File: src/rtl/mm_arbiter.sv
// Round-robin arbiter sharing one matrix multiply controller among NUM_REQ requesters.
// Optional WAIT watchdog enabled by defining MM_ARB_TIMEOUT_EN.
module mm_arbiter #(
    parameter int NUM_REQ        = 4,
    parameter int TIMEOUT_CYCLES = 1024
) (
    input  logic                       clk,
    input  logic                       reset_n,
    input  logic [NUM_REQ-1:0]         req,
    output logic [NUM_REQ-1:0]         gnt,
    output logic [NUM_REQ-1:0]         ack,
    output logic [$clog2(NUM_REQ)-1:0] sel,
    output logic                       mm_start,
    input  logic                       mm_done,
    output logic                       busy,
    output logic                       timeout_err
);

    localparam int SW = $clog2(NUM_REQ);

    localparam logic [1:0] IDLE  = 2'd0;
    localparam logic [1:0] START = 2'd1;
    localparam logic [1:0] WAIT  = 2'd2;
    localparam logic [1:0] ACK   = 2'd3;

    logic [1:0]         state_q, state_d;
    logic [NUM_REQ-1:0] gnt_q, gnt_d;
    logic [SW-1:0]      sel_q, sel_d;
    logic [SW-1:0]      rr_q, rr_d;
    logic               pick_found;
    logic [SW-1:0]      pick_idx;
    logic [SW:0]        scan;

    // Cyclic search starting at rr_q; scan is one bit wider so the wrap never overflows.
    always_comb begin
        pick_found = 1'b0;
        pick_idx   = '0;
        scan       = '0;
        for (int k = 0; k < NUM_REQ; k++) begin
            scan = {1'b0, rr_q} + (SW+1)'(k);
            if (scan >= (SW+1)'(NUM_REQ)) begin
                scan = scan - (SW+1)'(NUM_REQ);
            end
            if (!pick_found && req[scan[SW-1:0]]) begin
                pick_found = 1'b1;
                pick_idx   = scan[SW-1:0];
            end
        end
    end

`ifdef MM_ARB_TIMEOUT_EN
    logic [15:0] cnt_q, cnt_d;
    logic        to_q, to_d;
`endif

    always_comb begin
        state_d = state_q;
        gnt_d   = gnt_q;
        sel_d   = sel_q;
        rr_d    = rr_q;
`ifdef MM_ARB_TIMEOUT_EN
        cnt_d   = cnt_q;
        to_d    = 1'b0;
`endif
        unique case (state_q)
            IDLE: begin
                if (pick_found) begin
                    gnt_d   = {{(NUM_REQ-1){1'b0}}, 1'b1} << pick_idx;
                    sel_d   = pick_idx;
                    state_d = START;
                end
            end
            START: begin
                state_d = WAIT;
`ifdef MM_ARB_TIMEOUT_EN
                cnt_d   = '0;
`endif
            end
            WAIT: begin
                if (mm_done) begin
                    state_d = ACK;
                end
`ifdef MM_ARB_TIMEOUT_EN
                // Done in the same cycle as expiry wins and reports no error.
                else if (cnt_q == 16'(TIMEOUT_CYCLES - 1)) begin
                    state_d = ACK;
                    to_d    = 1'b1;
                end else begin
                    cnt_d = cnt_q + 16'd1;
                end
`endif
            end
            ACK: begin
                state_d = IDLE;
                gnt_d   = '0;
                if (sel_q == SW'(NUM_REQ - 1)) begin
                    rr_d = '0;
                end else begin
                    rr_d = sel_q + 1'b1;
                end
            end
            default: state_d = IDLE;
        endcase
    end

    always_ff @(posedge clk) begin
        if (!reset_n) begin
            state_q <= IDLE;
            gnt_q   <= '0;
            sel_q   <= '0;
            rr_q    <= '0;
`ifdef MM_ARB_TIMEOUT_EN
            cnt_q   <= '0;
            to_q    <= 1'b0;
`endif
        end else begin
            state_q <= state_d;
            gnt_q   <= gnt_d;
            sel_q   <= sel_d;
            rr_q    <= rr_d;
`ifdef MM_ARB_TIMEOUT_EN
            cnt_q   <= cnt_d;
            to_q    <= to_d;
`endif
        end
    end

    assign gnt      = gnt_q;
    assign sel      = sel_q;
    assign ack      = (state_q == ACK) ? gnt_q : '0;
    assign mm_start = (state_q == START);
    assign busy     = (state_q != IDLE);

`ifdef MM_ARB_TIMEOUT_EN
    assign timeout_err = to_q;
`else
    assign timeout_err = 1'b0;
`endif

endmodule

File: config.mk
export PLATFORM = sky130hd
export DESIGN_NAME = mm_arbiter
export DESIGN_NICKNAME = d
export VERILOG_FILES = /design/src/rtl/mm_arbiter.sv
export SDC_FILE = /design/constraint.sdc
export NUM_CORES = 1
export LEC_CHECK = 0
export BUFFER_PORTS_ARGS = -buffer_cell sky130_fd_sc_hd__buf_2
export CAP_MARGIN = 10
export CORE_AREA = 2 2 42 44
export DETAILED_ROUTE_END_ITERATION = 7
export DIE_AREA = 0 0 44 46
export GPL_TIMING_DRIVEN = 0
export PLACE_DENSITY = 0.69
export SETUP_SLACK_MARGIN = 0.1
export SLEW_MARGIN = 5
export SYNTH_ARGS = -nofsm -noshare
export SYNTH_HDL_FRONTEND = slang
export SYNTH_SLANG_ARGS = --single-unit
File: constraint.sdc
create_clock -name clk -period 1.5 [get_ports clk]
set_input_delay 0.225 -clock clk [delete_from_list [all_inputs] [get_ports clk]]
set_output_delay 0.225 -clock clk [all_outputs]
set_load 0.05 [all_outputs]
### After elaboration in Yosys (flattened, before gate mapping)

Cells that the tools add are included.
Widths: inputs -> output; s select.

| storage, ports and cells | value |
|---|---|
| bits in registers | 10 |
| bits in latches | 0 |
| memory bits (writable) | 0 |
| memory bits (read-only) | 0 |
| output and inout port bits | 13 |
| memories | 0 |

| operators by class | value |
|---|---|
| add/subtract/negate cells | 8 |
| multiply operators | 0 |
| divide/modulo/power cells | 0 |
| order comparisons | 8 |
| equality and inequality tests | 6 |
| shift operators | 1 |
| multiplexer cells | 27 |
| bitwise logic cells | 0 |
| reduce and logical (&&, ||, !) cells | 12 |

Operator list:

| cell | number |
|---|---|
| $mux 2 | 11 |
| $lt 2x3->1 const B | 4 |
| $ge 3x3->1 const B | 3 |
| $bmux 1 s2 | 4 |
| $mux 1 | 8 |
| $mux 4 | 2 |
| $pmux 2 s4 | 1 |
| $pmux 4 s2 | 1 |
| $sub 2x1->2 const B | 4 |
| $add 2x2->3 const B | 2 |
| $eq 2x2->1 const B | 3 |
| $reduce_and 2->1 | 3 |
| $ne 2x2->1 const B | 2 |
| $reduce_bool 2->1 | 2 |
| $shl 1x2->4 const A | 1 |
| $add 2x1->3 const B | 1 |
| $ge 2x3->1 const B | 1 |
| $logic_and 1x1->1 | 3 |
| $logic_not 1->1 | 3 |
| $add 2x1->2 const B | 1 |
| $eq 2x1->1 const B | 1 |
| $logic_not 2->1 | 1 |

### Depth between registers and ports, before layout

| logic depth | value |
|---|---|
| depth after elaboration | 17 |
| gate-level depth with buffers | 6 |
| mapped depth without buffers | 6 |

### Worst setup path after synthesis

No wires, ideal clock.

| timing | value |
|---|---|
| path kind | flip-flop to output port |
| start point | reg state_q[0] |
| end point | out ack[0] |
| arrival | 1.188 ns |
| data required time | 1.275 ns |
| path slack | 0.087 ns |
| stages on the path, launching flop included | 4 |
| path through | dfxtp_1 ha_1 clkbuf_1 and2_1 |

| between the ends | value |
|---|---|
| longest elaborated chain between the ends | 2 |

RTL lines:

| item | line | source |
|---|---|---|
| from (decl) | 26 | `logic [1:0] state_q, state_d;` |
| from (signal assigned) | 117 | `state_q <= state_d;` |
| $eq 2x2->1 | 130 | `assign ack = (state_q == ACK) ? gnt_q : '0;` |
| $mux 4 | 130 |  |
| to (decl) | 11 | `output logic [NUM_REQ-1:0] ack,` |

Every way passes these cells.

### Worst setup path after layout

| timing | value |
|---|---|
| start point | reg state_q[1] |
| end point | out ack[1] |

The elaborated chain is that of the path after synthesis.

==> results.json <==
{
  "dpl-instance-area_um2": 756,
  "fmax_mhz": 704,
  "drt_drc_violations_left": 0,
  "fin_skew_ns": 0.00182,
  "cts_made_buffers": 3,
  "ir_worst_vdd_v": 0.00100,
  "synth-seq-area-share_pct": 31.3,
  "power_density_nw_per_um2": 1550,
  "crit_arrival_ns": 1.20,
  "num_rows": 15,
  "fin_crit_sh_pct": 94.8,
  "cts_hold_buffers": 0,
  "multi_input_area_um2": 440,
  "final_max_slew_viol_count": 0,
  "yosys-top-cells-area": "dfxtp_1, ha_1, a32o_1, mux2i_1, and2_1",
  "drive_gt1_share_pct": 46.9,
  "crit_fanout": 5,
  "seq_area_um2": 209,
  "worstHoldPathType": "in2reg",
  "r2r-start": "rr_q[1]$_SDFFE_PN0P_",
  "fin_total_pwr_mw": 1.45,
  "grt_pass1_wl_um": 2200,
  "leakagePower_nw": 0.426,
  "whs_ns": 0.239,
  "grt_usage_pct": 15.2,
  "initial_core_util_pct": 39.6,
  "grt_overflow_total": 0,
  "worstSetupEndpointType": "output pin",
  "hpwl_um": 1010,
  "clock_sinks": 10,
  "r2r-end": "gnt[2]$_SDFFE_PN0P_",
  "netlist_area_um2": 639,
  "synthToLayoutAreaGrowth_pct": 45.8,
  "yosysTopAreaCell": "dfxtp_1",
  "ys_warn_count": 0,
  "rrSetupSlack_ns": 0.08,
  "r2r_cells": 5,
  "numPortBuffers": 18,
  "synth_top_area_share_pct": 31.3,
  "stdcell_area_um2": 932,
  "dieHeight_um": 46,
  "cts_tree": "done",
  "synthDistinctLibCells": 26,
  "antennaDiodeCount": 0,
  "cts_root_buffer": "clkbuf_4",
  "clk_pin_slew_ns": 0.06,
  "hp-start": "reset_n",
  "routed_wl_um": 1450,
  "nFillCells": 147,
  "antenna_found_initial": 0,
  "hold_depth": 3,
  "drt_first_pass_iters": 4,
  "min_to": "sel[0]$_SDFFE_PN0P_",
  "die_area_um2": 2020,
  "critPathKind": "reg2out",
  "die_x_um": 44,
  "cp.required_ns": 1.27,
  "coreArea_um2": 1610,
  "cts.htree.levels": 1,
  "clock_path_buffers": 2,
  "gp_congestion": 0.730,
  "post-route-min-period_ns": 1.42,
  "ios": 20,
  "worstSkewPairLatency_ns": 0.26,
  "routed-via-count": 596,
  "postSynthNetCount": 84,
  "grt_pass1_vias": 537,
  "maxCapViolCount": 0,
  "ant_nets": 0,
  "synth_cells": 71,
  "tns_ns": 0,
  "hold_viol_final": 0,
  "grt_max_degree": 8,
  "avgViaCountPerCell": 5.18,
  "status": "complete, no violations",
  "syn_avg_cell_area_um2": 9.01,
  "setup_violations": 0,
  "drt_iter0_markers": 9,
  "finish.net_count": 113,
  "rsz0062_at_grt": "true",
  "synth_seq_cells": 10,
  "crit_path_start_kind": "register",
  "wl_per_cell_um": 12.6
}
-- power by group --
part           switching (mW)  internal [mW]  leakage [nW]
Combinational           0.520          0.336         0.328
Sequential             0.0667          0.343        0.0835
Clock                  0.0889         0.0926        0.0138
Total                   0.676          0.772         0.426
-- placed cells by master (no fill, tap or decap) --
cell type	Yosys	layout
buf_2	0	12
nor2_1	8	8
buf_4	1	8
dfxtp_1	10	7
inv_1	6	5
and2_4	0	4
mux2i_1	4	4
a21oi_1	5	4
a32o_1	4	4
buf_8	0	4
nor3_1	4	3
ha_1	6	3
clkbuf_4	0	3
buf_6	1	2
nand2_1	2	2
o21a_1	2	2
ha_4	0	2
dfxtp_4	0	2
clkbuf_8	0	1
nor4_1	1	1
nor2b_1	1	1
a21oi_2	0	1
and2_1	5	1
nand2b_1	1	1
or2b_1	1	1
or3_4	1	1
o22a_1	1	1
o41ai_4	1	1
nor3_2	0	1
o221ai_1	1	1
o22ai_1	1	1
nand3_1	1	1
o31ai_2	1	1
inv_2	0	1
ha_2	0	1
conb_1	1	1
dfxtp_2	0	1
-- worst max path at each step --
stage / from / endpoint / depth (start not counted)
final: state_q[1]$_SDFFE_PN0P_ / ack[1] / 4
after global routing: rr_q[1]$_SDFFE_PN0P_ / gnt[0]$_SDFFE_PN0P_ / 5
after CTS: state_q[0]$_SDFFE_PN0P_ / ack[2] / 4
after detailed placement: state_q[1]$_SDFFE_PN0P_ / ack[2] / 4
after global placement: state_q[1]$_SDFFE_PN0P_ / ack[3] / 4
after floorplan: state_q[0]$_SDFFE_PN0P_ / gnt[0]$_SDFFE_PN0P_ / 5
-- cells in the mapped netlist --
| cell | n |
|---|---|
| dfxtp_1 | 10 |
| nor2_1 | 8 |
| ha_1 | 6 |
| inv_1 | 6 |
| a21oi_1 | 5 |
| and2_1 | 5 |
| a32o_1 | 4 |
| mux2i_1 | 4 |
| nor3_1 | 4 |
| nand2_1 | 2 |
| o21a_1 | 2 |
| buf_4 | 1 |
| buf_6 | 1 |
| clkbuf_1 | 1 |
| conb_1 | 1 |
| nand2b_1 | 1 |
| nand3_1 | 1 |
| nor2b_1 | 1 |
| nor4_1 | 1 |
| o221ai_1 | 1 |
| o22a_1 | 1 |
| o22ai_1 | 1 |
| o31ai_2 | 1 |
| o41ai_4 | 1 |
| or2b_1 | 1 |
| or3_4 | 1 |
-- critical path, stage by stage (launching register included) --
cell and delay [ns]:
dfxtp_4 0.36, ha_4 0.15, clkbuf_8 0.14, and2_4 0.14, buf_8 0.14
-- layer usage --
layer	up-vias	track usage (%)	part of all wire, %
met1	268	18.1	41
li1	305	-	-
met2	19	24.7	50
met3	4	3.57	6.1
met5	-	0	0
met4	0	9.09	2.3
-- cell type report --
cell class	instances	area share (%)
multi-input cells	52	47.2
well taps	17	2.28
plain buffers	3	3.49
repair buffers	24	19.7
clock buffers	3	2.42
flip-flops and latches	10	22.4
inverters	6	2.42
-- cells by family (layout without fill, tap and decap cells) --
kind of cell	after synthesis	in the layout	synth area share (%)
and+or+nand+nor	25	25	20.6
AOI/OAI and AO/OA	16	16	22.5
DFF	10	10	31.3
buffers and inverters	9	36	7.04
adders and majority gates	6	6	11.7
muxes	4	4	6.26
other	1	1	0.587
-- repair_timing --
action	CTS	global route
buffers inserted	6	0
gates cloned	0	0
setup endpoints to repair	10	12
pin swaps	2	2
resized for setup	28	8
-- metrics by stage --
stage,util [%],cells,setup slack [ns]
3_5_place_dp,46.8,106,-0.0383
5_1_grt,57.8,115,0.0350
2_1_floorplan,-,71,0.133
4_1_cts,56.3,115,0.0904
3_3_place_gp,46.8,106,-0.00839
6_report,57.8,115,0.0786
-- flip-flops by register name, indices dropped and copies added (netlist names) --
register  cells
rr_q          2
gnt           4
state_q       2
sel           2
Power figures use the tool's default switching activity.
